## config.mk

```make
export PLATFORM = sky130hd
export DESIGN_NAME = neuron_post
export DESIGN_NICKNAME = d
export VERILOG_FILES = /design/src/rtl/neuron_pkg.sv /design/src/rtl/sync_fifo.sv /design/src/rtl/neuron_post.sv
export SDC_FILE = /design/constraint.sdc
export NUM_CORES = 1
export LEC_CHECK = 0
export ABC_CLOCK_PERIOD_IN_PS = 5800
export BUFFER_PORTS_ARGS = -buffer_cell sky130_fd_sc_hd__buf_2
export CAP_MARGIN = 20
export CELL_PAD_IN_SITES_DETAIL_PLACEMENT = 0
export CELL_PAD_IN_SITES_GLOBAL_PLACEMENT = 2
export CORE_AREA = 2 2 79 81
export DETAILED_ROUTE_END_ITERATION = 6
export DIE_AREA = 0 0 81 83
export PLACE_DENSITY = 0.76
export SLEW_MARGIN = 20
export SYNTH_ARGS = -nofsm -noshare
export SYNTH_HDL_FRONTEND = slang
export SYNTH_SLANG_ARGS = --single-unit
export TNS_END_PERCENT = 1
```

## constraint.sdc

```tcl
create_clock -name clk -period 5.8 [get_ports clk]
set_clock_uncertainty 0.15 [all_clocks]
set_input_delay 0.87 -clock clk [delete_from_list [all_inputs] [get_ports clk]]
set_output_delay 0.87 -clock clk [all_outputs]
set_load 0.02 [all_outputs]
```

## src/rtl/neuron_pkg.sv

```systemverilog
// Shared activation types and the requantization helper
// used by neuron post-processing and later layers.
package neuron_pkg;

    localparam int ACT_W     = 8;
    localparam int ACT_MAX   = 255;
    localparam int ACC_MAX_W = 64;

    typedef logic [ACT_W-1:0] act_t;

    // ReLU, arithmetic right shift, then clamp to ACT_MAX.
    // Callers sign-extend their accumulator to ACC_MAX_W.
    function automatic act_t requant(
        input logic signed [ACC_MAX_W-1:0] acc,
        input int unsigned                 shift
    );
        logic signed [ACC_MAX_W-1:0] q;
        logic signed [ACC_MAX_W-1:0] lim;
        act_t                        res;
        lim = ACC_MAX_W'(ACT_MAX);
        q   = acc >>> shift;
        if (acc < 0) begin
            res = '0;
        end else if (q > lim) begin
            res = ACT_W'(ACT_MAX);
        end else begin
            res = q[ACT_W-1:0];
        end
        return res;
    endfunction

endpackage

```

## src/rtl/sync_fifo.sv

```systemverilog
// Single-clock FIFO; a pop frees its slot for a push
// at the same edge, so full + pop + push is accepted.
module sync_fifo #(
    parameter int WIDTH = 8,
    parameter int DEPTH = 4
) (
    input  logic                     clk,
    input  logic                     rst_n,
    input  logic                     push,
    input  logic                     pop,
    input  logic [WIDTH-1:0]         wdata,
    output logic [WIDTH-1:0]         rdata,
    output logic                     full,
    output logic                     empty,
    output logic [$clog2(DEPTH):0]   count
);

    localparam int AW = $clog2(DEPTH);
    localparam int CW = AW + 1;

    logic [WIDTH-1:0] mem_q [DEPTH];
    logic [AW-1:0]    wptr_q, wptr_d;
    logic [AW-1:0]    rptr_q, rptr_d;
    logic [CW-1:0]    count_q, count_d;
    logic             wr_en;
    logic             rd_en;

    assign empty = (count_q == '0);
    assign full  = (count_q == CW'(DEPTH));
    assign count = count_q;
    assign rd_en = pop && !empty;
    assign wr_en = push && (!full || rd_en);
    assign rdata = empty ? '0 : mem_q[rptr_q];

    // Pointer and occupancy next-state.
    always_comb begin
        wptr_d  = wptr_q;
        rptr_d  = rptr_q;
        count_d = count_q;
        if (wr_en) wptr_d = wptr_q + AW'(1);
        if (rd_en) rptr_d = rptr_q + AW'(1);
        unique case ({wr_en, rd_en})
            2'b10:   count_d = count_q + CW'(1);
            2'b01:   count_d = count_q - CW'(1);
            default: count_d = count_q;
        endcase
    end

    // Pointer and occupancy registers.
    always_ff @(posedge clk or negedge rst_n) begin
        if (!rst_n) begin
            wptr_q  <= '0;
            rptr_q  <= '0;
            count_q <= '0;
        end else begin
            wptr_q  <= wptr_d;
            rptr_q  <= rptr_d;
            count_q <= count_d;
        end
    end

    // Storage; contents are don't-care until written.
    always_ff @(posedge clk) begin
        if (wr_en) mem_q[wptr_q] <= wdata;
    end

endmodule

```

## src/rtl/neuron_post.sv

```systemverilog
// ReLU/requant/saturate stage feeding an output FIFO.
// Define NEURON_POST_ARGMAX_EN for the per-frame argmax tracker.
module neuron_post
    import neuron_pkg::*;
#(
    parameter int          N         = 9,
    parameter int unsigned SHIFT     = 7,
    parameter int          DEPTH     = 4,
    parameter int          FRAME_LEN = 4
) (
    input  logic                         clk,
    input  logic                         rst,
    input  logic signed [N+7:0]          neuron_out,
    input  logic                         in_valid,
    output act_t                         out_data,
    output logic                         out_valid,
    input  logic                         out_ready,
    output logic                         overflow
`ifdef NEURON_POST_ARGMAX_EN
    ,
    output logic [$clog2(FRAME_LEN)-1:0] class_idx,
    output logic                         class_valid
`endif
);

    localparam int CW = $clog2(DEPTH) + 1;

    logic signed [ACC_MAX_W-1:0] acc_ext;
    logic                        s1_valid_q, s1_valid_d;
    act_t                        s1_data_q, s1_data_d;
    logic                        overflow_q, overflow_d;
    logic                        fifo_full;
    logic                        fifo_empty;
    logic [CW-1:0]               fifo_count;
    logic                        pop;
    logic                        accept;
    logic                        drop;

    assign acc_ext   = ACC_MAX_W'(neuron_out);
    assign out_valid = !fifo_empty;
    assign pop       = out_valid && out_ready;
    assign accept    = pop || !fifo_full;
    assign drop      = s1_valid_q && !pop && (fifo_count == CW'(DEPTH));
    assign overflow  = overflow_q;

    // Stage 1 quantizes every strobe; it never stalls.
    always_comb begin
        s1_valid_d = in_valid;
        s1_data_d  = s1_data_q;
        overflow_d = overflow_q | drop;
        if (in_valid) s1_data_d = requant(acc_ext, SHIFT);
    end

    // Stage 1 and sticky drop flag.
    always_ff @(posedge clk or negedge rst) begin
        if (!rst) begin
            s1_valid_q <= 1'b0;
            s1_data_q  <= '0;
            overflow_q <= 1'b0;
        end else begin
            s1_valid_q <= s1_valid_d;
            s1_data_q  <= s1_data_d;
            overflow_q <= overflow_d;
        end
    end

    sync_fifo #(
        .WIDTH (ACT_W),
        .DEPTH (DEPTH)
    ) u_fifo (
        .clk   (clk),
        .rst_n (rst),
        .push  (s1_valid_q && accept),
        .pop   (pop),
        .wdata (s1_data_q),
        .rdata (out_data),
        .full  (fifo_full),
        .empty (fifo_empty),
        .count (fifo_count)
    );

`ifdef NEURON_POST_ARGMAX_EN
    localparam int IW = $clog2(FRAME_LEN);

    logic [IW-1:0] frame_q, frame_d;
    act_t          max_q, max_d;
    logic [IW-1:0] max_idx_q, max_idx_d;
    logic [IW-1:0] class_idx_q, class_idx_d;
    logic          class_valid_q, class_valid_d;
    logic          hit;

    assign hit         = s1_data_q > max_q;
    assign class_idx   = class_idx_q;
    assign class_valid = class_valid_q;

    // Track strict max over the frame; ties keep the first index.
    always_comb begin
        frame_d       = frame_q;
        max_d         = max_q;
        max_idx_d     = max_idx_q;
        class_idx_d   = class_idx_q;
        class_valid_d = 1'b0;
        if (s1_valid_q) begin
            if (hit) begin
                max_d     = s1_data_q;
                max_idx_d = frame_q;
            end
            if (frame_q == IW'(FRAME_LEN - 1)) begin
                class_valid_d = 1'b1;
                class_idx_d   = hit ? frame_q : max_idx_q;
                frame_d       = '0;
                max_d         = '0;
                max_idx_d     = '0;
            end else begin
                frame_d = frame_q + IW'(1);
            end
        end
    end

    // Argmax tracker registers.
    always_ff @(posedge clk or negedge rst) begin
        if (!rst) begin
            frame_q       <= '0;
            max_q         <= '0;
            max_idx_q     <= '0;
            class_idx_q   <= '0;
            class_valid_q <= 1'b0;
        end else begin
            frame_q       <= frame_d;
            max_q         <= max_d;
            max_idx_q     <= max_idx_d;
            class_idx_q   <= class_idx_d;
            class_valid_q <= class_valid_d;
        end
    end
`endif

endmodule

```

# [Word-level counts from Yosys, hierarchy flattened]
# Memories as Yosys holds them, arrays and structs flattened.
# Index checks and enable logic that the tools add are counted.
[totals] ff_bits=17 mem_bits_rw=32 elab_cells=36 memories=1
[memory_table] memory="u_fifo.mem_q" depth=4 word_bits=8 rd=1 rd_ports_with_merged_regs=0 wr=1 line_no="sync_fifo.sv:21" text="logic [WIDTH-1:0] mem_q [DEPTH];"
[classes] addsub=4 order_cmp=2 n_eq_ne=3 n_mux=6 bitwise_logic=1 n_reduce_logical=13
[op_table] op="$mux W8" count=3
[op_table] op="$lt A17 B1 Y1 const B" count=1
[op_table] op="$gt A10 B9 Y1 const B" count=1
[op_table] op="$logic_and A1 B1 Y1" count=6
[op_table] op="$pmux W3 S2" count=1
[op_table] op="$add A2 B1 Y2 const B" count=2
[op_table] op="$add A3 B1 Y3 const B" count=1
[op_table] op="$eq A3 B3 Y1 const B" count=1
[op_table] op="$logic_not A1 Y1" count=3
[op_table] op="$logic_not A3 Y1" count=1
[op_table] op="$sub A3 B1 Y3 const B" count=1
[op_table] op="$eq A2 B1 Y1 const B" count=1
[op_table] op="$eq A2 B2 Y1 const B" count=1
[op_table] op="$logic_or A1 B1 Y1" count=2
[op_table] op="$mux W1" count=2
[op_table] op="$reduce_bool A2 Y1" count=1
[op_table] op="$or A1 B1 Y1" count=1

# [Logic depth before layout (Yosys ltp)]
[logic_depth] depth_word=8 mapped_depth=9 mapped_depth_nobuf=9

# [Cells and area by module]
# A second synthesis with hierarchy kept.
[unflattened] cells_unflattened=147 area_unflattened_um2=2213.4
[modules_own_cells] mod="sync_fifo" n_inst=1 cells_per_inst=105 area_per_inst_um2=1731.7 seq_area_each_um2=1136.1
[modules_own_cells] mod="neuron_post" n_inst=1 cells_per_inst=42 area_per_inst_um2=481.7 seq_area_each_um2=250.2

# [Worst setup path after synthesis]
# Ideal clock, no wire load.
[synth_path] path_kind="input port to flip-flop" from="input port out_ready" to="register u_fifo.count_q[2] (netlist: u_fifo.count[2])" setup_ns=0.079 arrival_ns=2.222 required_time_ns=5.571 setup_slack_ns=3.349 stages=9 cell_sequence="nor4b_4 > nor2b_2 > inv_1 > ha_1 > inv_1 > fa_1 > xor2_1 > nor2_1 > xor2_1"
[synth_between] elab_chain_cells=6 elab_cells_between_ends=10 classes_between="eq/ne (2); mux (1); reduce/logical (7)"
[synth_lines] item="start, declared" line_no="neuron_post.sv:17" text="input logic out_ready,"
[synth_lines] item="$logic_and A1 B1 Y1 (*)" line_no="neuron_post.sv:41" text="assign pop = out_valid && out_ready;"
[synth_lines] item="$logic_or A1 B1 Y1 / $logic_and A1 B1 Y1 (equally long branches)" line_no="neuron_post.sv:42, sync_fifo.sv:31"
[synth_lines] item="$logic_and A1 B1 Y1 / $logic_or A1 B1 Y1 (equally long branches)" line_no="neuron_post.sv:73, sync_fifo.sv:32"
[synth_lines] item="$logic_and A1 B1 Y1" line_no="sync_fifo.sv:32" text="assign wr_en = push && (!full || rd_en);"
[synth_lines] item="$eq A2 B1 Y1 / $eq A2 B2 Y1 (equally long branches)" line_no="sync_fifo.sv:42" text="unique case ({wr_en, rd_en})"
[synth_lines] item="$pmux W3 S2 / $reduce_bool A2 Y1 (equally long branches)"
[synth_lines] item="end signal, assigned" line_no="sync_fifo.sv:58" text="count_q <= count_d;"
[synth_lines] item="end, declared" line_no="sync_fifo.sv:24" text="logic [CW-1:0] count_q, count_d;"
# Every way passes the cells marked *; elsewhere a longest branch is shown, timed or not.
# A chain may end at the register's enable or synchronous reset.

# [Worst setup path after layout]
[layout_path] from="register u_fifo.rptr_q[0]" to="output port out_data[6]"
[layout_between] elab_chain_cells=2
[layout_lines] item="start, declared" line_no="sync_fifo.sv:23" text="logic [AW-1:0] rptr_q, rptr_d;"
[layout_lines] item="start signal, assigned" line_no="sync_fifo.sv:57" text="rptr_q <= rptr_d;"
[layout_lines] item="$mem_v2 Z4 W8"
[layout_lines] item="$mux W8" line_no="sync_fifo.sv:33" text="assign rdata = empty ? '0 : mem_q[rptr_q];"
[layout_lines] item="end, declared" line_no="neuron_post.sv:15" text="output act_t out_data,"
# Every way passes these cells.

==> flow_summary.yaml <==
status:
  status: "completed"
final_layout:
  drive_above_1_share_pct: 35.1
  nNetsFinal: 177
  area_growth_pct: 12.8
  seq_area_um2: 1390
  insertedDiodeCount: 0
  multi_input_area_um2: 639
  utilization_pct: 40.5
  n_fill_cell: 558
  stdcell_area_um2: 2350
critical_path:
  critical_path.top_delay_family: "flip-flops"
  timing.rr.end: "u_fifo.count[2]$_DFFE_PN0P_"
  crit_slowest_cell: "dfrtp_1"
  timing.rr.start: "u_fifo.count[0]$_DFFE_PN0P_"
  cp.buffers_inverters: 1
  reg2reg_depth: 9
  required_ns: 4.78
  crit_chain: "mux4_2 -> and2_1 -> buf_2"
  crit_type: "register to primary output"
  critical_path.max_stage_delay_ns: 0.74
  endpoint_kind: "primary output"
  cp.arrival_ns: 1.96
  critPathLaunchType: "register"
  path_max_fanout: 10
  r2r_slack_ns: 3.57
flow_run:
  cap_violations: 0
floorplan:
  die_w_um: 81
  core_area_um2: 5820
  die_y_um: 83
  start_util_pct: 35.9
  dieArea_um2: 6720
  num_rows: 28
  io-pin-count: 31
routing:
  via_per_inst: 4.58
  routedWlPerCell_um: 14.1
  wirelength_um: 3190
  drc: 0
  vias: 1035
  firstDrtPassIters: 4
  drtAntennaViolNets: 0
  drt_iter0_drc: 47
clock_network:
  clock_sinks: 49
  htree_levels: 2
  ctsResizeCount: 0
  clk_pin_slew_ns: 0.10
  cts_tree: "built"
  cts_hold_buf: 0
  post-cts-setup-buffers: 0
  root_buffer: "clkbuf_8"
  clock_latency_ns: 0.30
  clockBufferDepth: 2
  cts-buffers-inserted: 5
sta:
  slew_headroom_pct: 59.4
  tightest_slew_ns: 0.609
  totalNegativeSetupSlack_ns: 0
  hold_viol: 0
  fin_crit_sh_pct: 51.3
  setup_ws_ns: 2.82
  finalSetupViolations: 0
  clock.fmax_ghz: 0.336
  slew_viol_final: 0
  post-route-min-period_ns: 2.98
  rsz0062_at_grt: "false"
power_and_ir_drop:
  p_per_area_nw_per_um2: 473
  power_uw: 1110
  p_leak_uw: 0.000926
  ir_worst_vdd_uv: 137
global_route:
  grt_pass1_wl_um: 5260
  first_global_vias: 1063
  grtUsageTotal_pct: 10.6
  grt-ovfl-total: 0
  grt_max_degree: 19
  antenna_found_initial: 0
yosys:
  yosys-top-cells-area: "edfxtp_1, dfrtp_1, mux4_2, mux2_2, and2_1"
  ys_types: 23
  synth_cells: 126
  netlist.area_leader.share_pct: 46.0
  syn-cell-area_um2: 2090
  synth-seq-cells: 49
  synth_top_cell_by_area: "edfxtp_1"
  synth.avg_cell_area_um2: 16.6
  syn_nets: 153
  yosysWarnings: 0
  synth_seq_area_share_pct: 66.4
hold_path:
  hp-class: "input port to asynchronous set/reset pin"
place:
  dpl-instance-area_um2: 2260
  pre_cts_ws_ns: 3.05
  dp_hpwl_um: 2300
  portBuffers: 23
  gp_congestion: 0.674
==> final cells by class <==
cell class | count | area share, %
timing repair buffer | 23 | 4.89
multi-input combinational | 65 | 27.2
inverter | 6 | 0.956
tap | 75 | 3.99
sequential | 49 | 58.9
clock inverter | 3 | 1.22
clock buffer | 5 | 2.92
==> per-stage QoR <==
| step | hold WS (ns) | instances |
|---|---|---|
| 6_report | 0.311 | 226 |
| 3_5_place_dp | 0.296 | 218 |
| 4_1_cts | 0.318 | 226 |
| 5_1_grt | 0.323 | 226 |
| 3_3_place_gp | 0.287 | 218 |
| 2_1_floorplan | 0.291 | 126 |
==> cells in the mapped netlist, drive strengths merged <==
cell type and instances:
buf 3, mux2 9, or3 1, fa 1, nor2b 1, nor4b 1
mux4 8, dfrtp 17, and2 13, ha 5, xor2 3, inv 6
a21o 1, xnor2 3, nand3 1, clkbuf 3, mux2i 1, nor2 17
edfxtp 32
==> report_power, final <==
part / switching, µW / internal (µW)
Sequential: 73.3 / 464
Clock: 120 / 90.2
Combinational: 184 / 183
Total: 377 / 737
==> layout by cell type, fill, tap and decap left out, drive strengths merged, types with 3 or more instances in the layout <==
| master | count |
|---|---|
| xor2 | 3 |
| and2 | 13 |
| clkbuf | 5 |
| inv | 8 |
| xnor2 | 3 |
| ha | 5 |
| mux4 | 8 |
| nor2 | 17 |
| mux2 | 9 |
| dfrtp | 17 |
| edfxtp | 32 |
| buf | 23 |
==> worst max-delay path by stage <==
stage                                       end                         start  slack (ns)  depth (start not counted)
finish                              out_data[6]  u_fifo.rptr_q[0]$_DFFE_PN0P_        2.82                          3
global route                        out_data[6]  u_fifo.rptr_q[0]$_DFFE_PN0P_        2.68                          3
CTS                                 out_data[1]  u_fifo.rptr_q[0]$_DFFE_PN0P_        2.78                          3
detailed placement  u_fifo.count[2]$_DFFE_PN0P_                     out_ready        3.05                         10
global placement    u_fifo.count[2]$_DFFE_PN0P_                     out_ready        3.11                         10
floorplan           u_fifo.count[2]$_DFFE_PN0P_                     out_ready        3.35                          9
==> state kept, by name, indices dropped and copies added (netlist names) <==
name	count
u_fifo.count	3
overflow	1
s1_data_q	8
u_fifo.wptr_q	2
u_fifo.mem_q	32
s1_valid_q	1
u_fifo.rptr_q	2
==> routing by layer <==
metal	wire length, µm	up-vias	global-route usage, %
li1	-	495	-
met2	1620	24	17.7
met3	152	5	2.83
met4	63	0	4.62
met5	0	-	0
met1	1360	511	12.6
==> cell families after synthesis <==
group           share of synthesized area (%)
compound gates                          0.360
xor+xnor                                 2.52
fa+ha+maj                                3.95
buf+inv                                  3.00
flops                                    66.4
mux                                      14.1
simple gates                             9.65
Note: power is estimated with default switching activity, not from simulation.
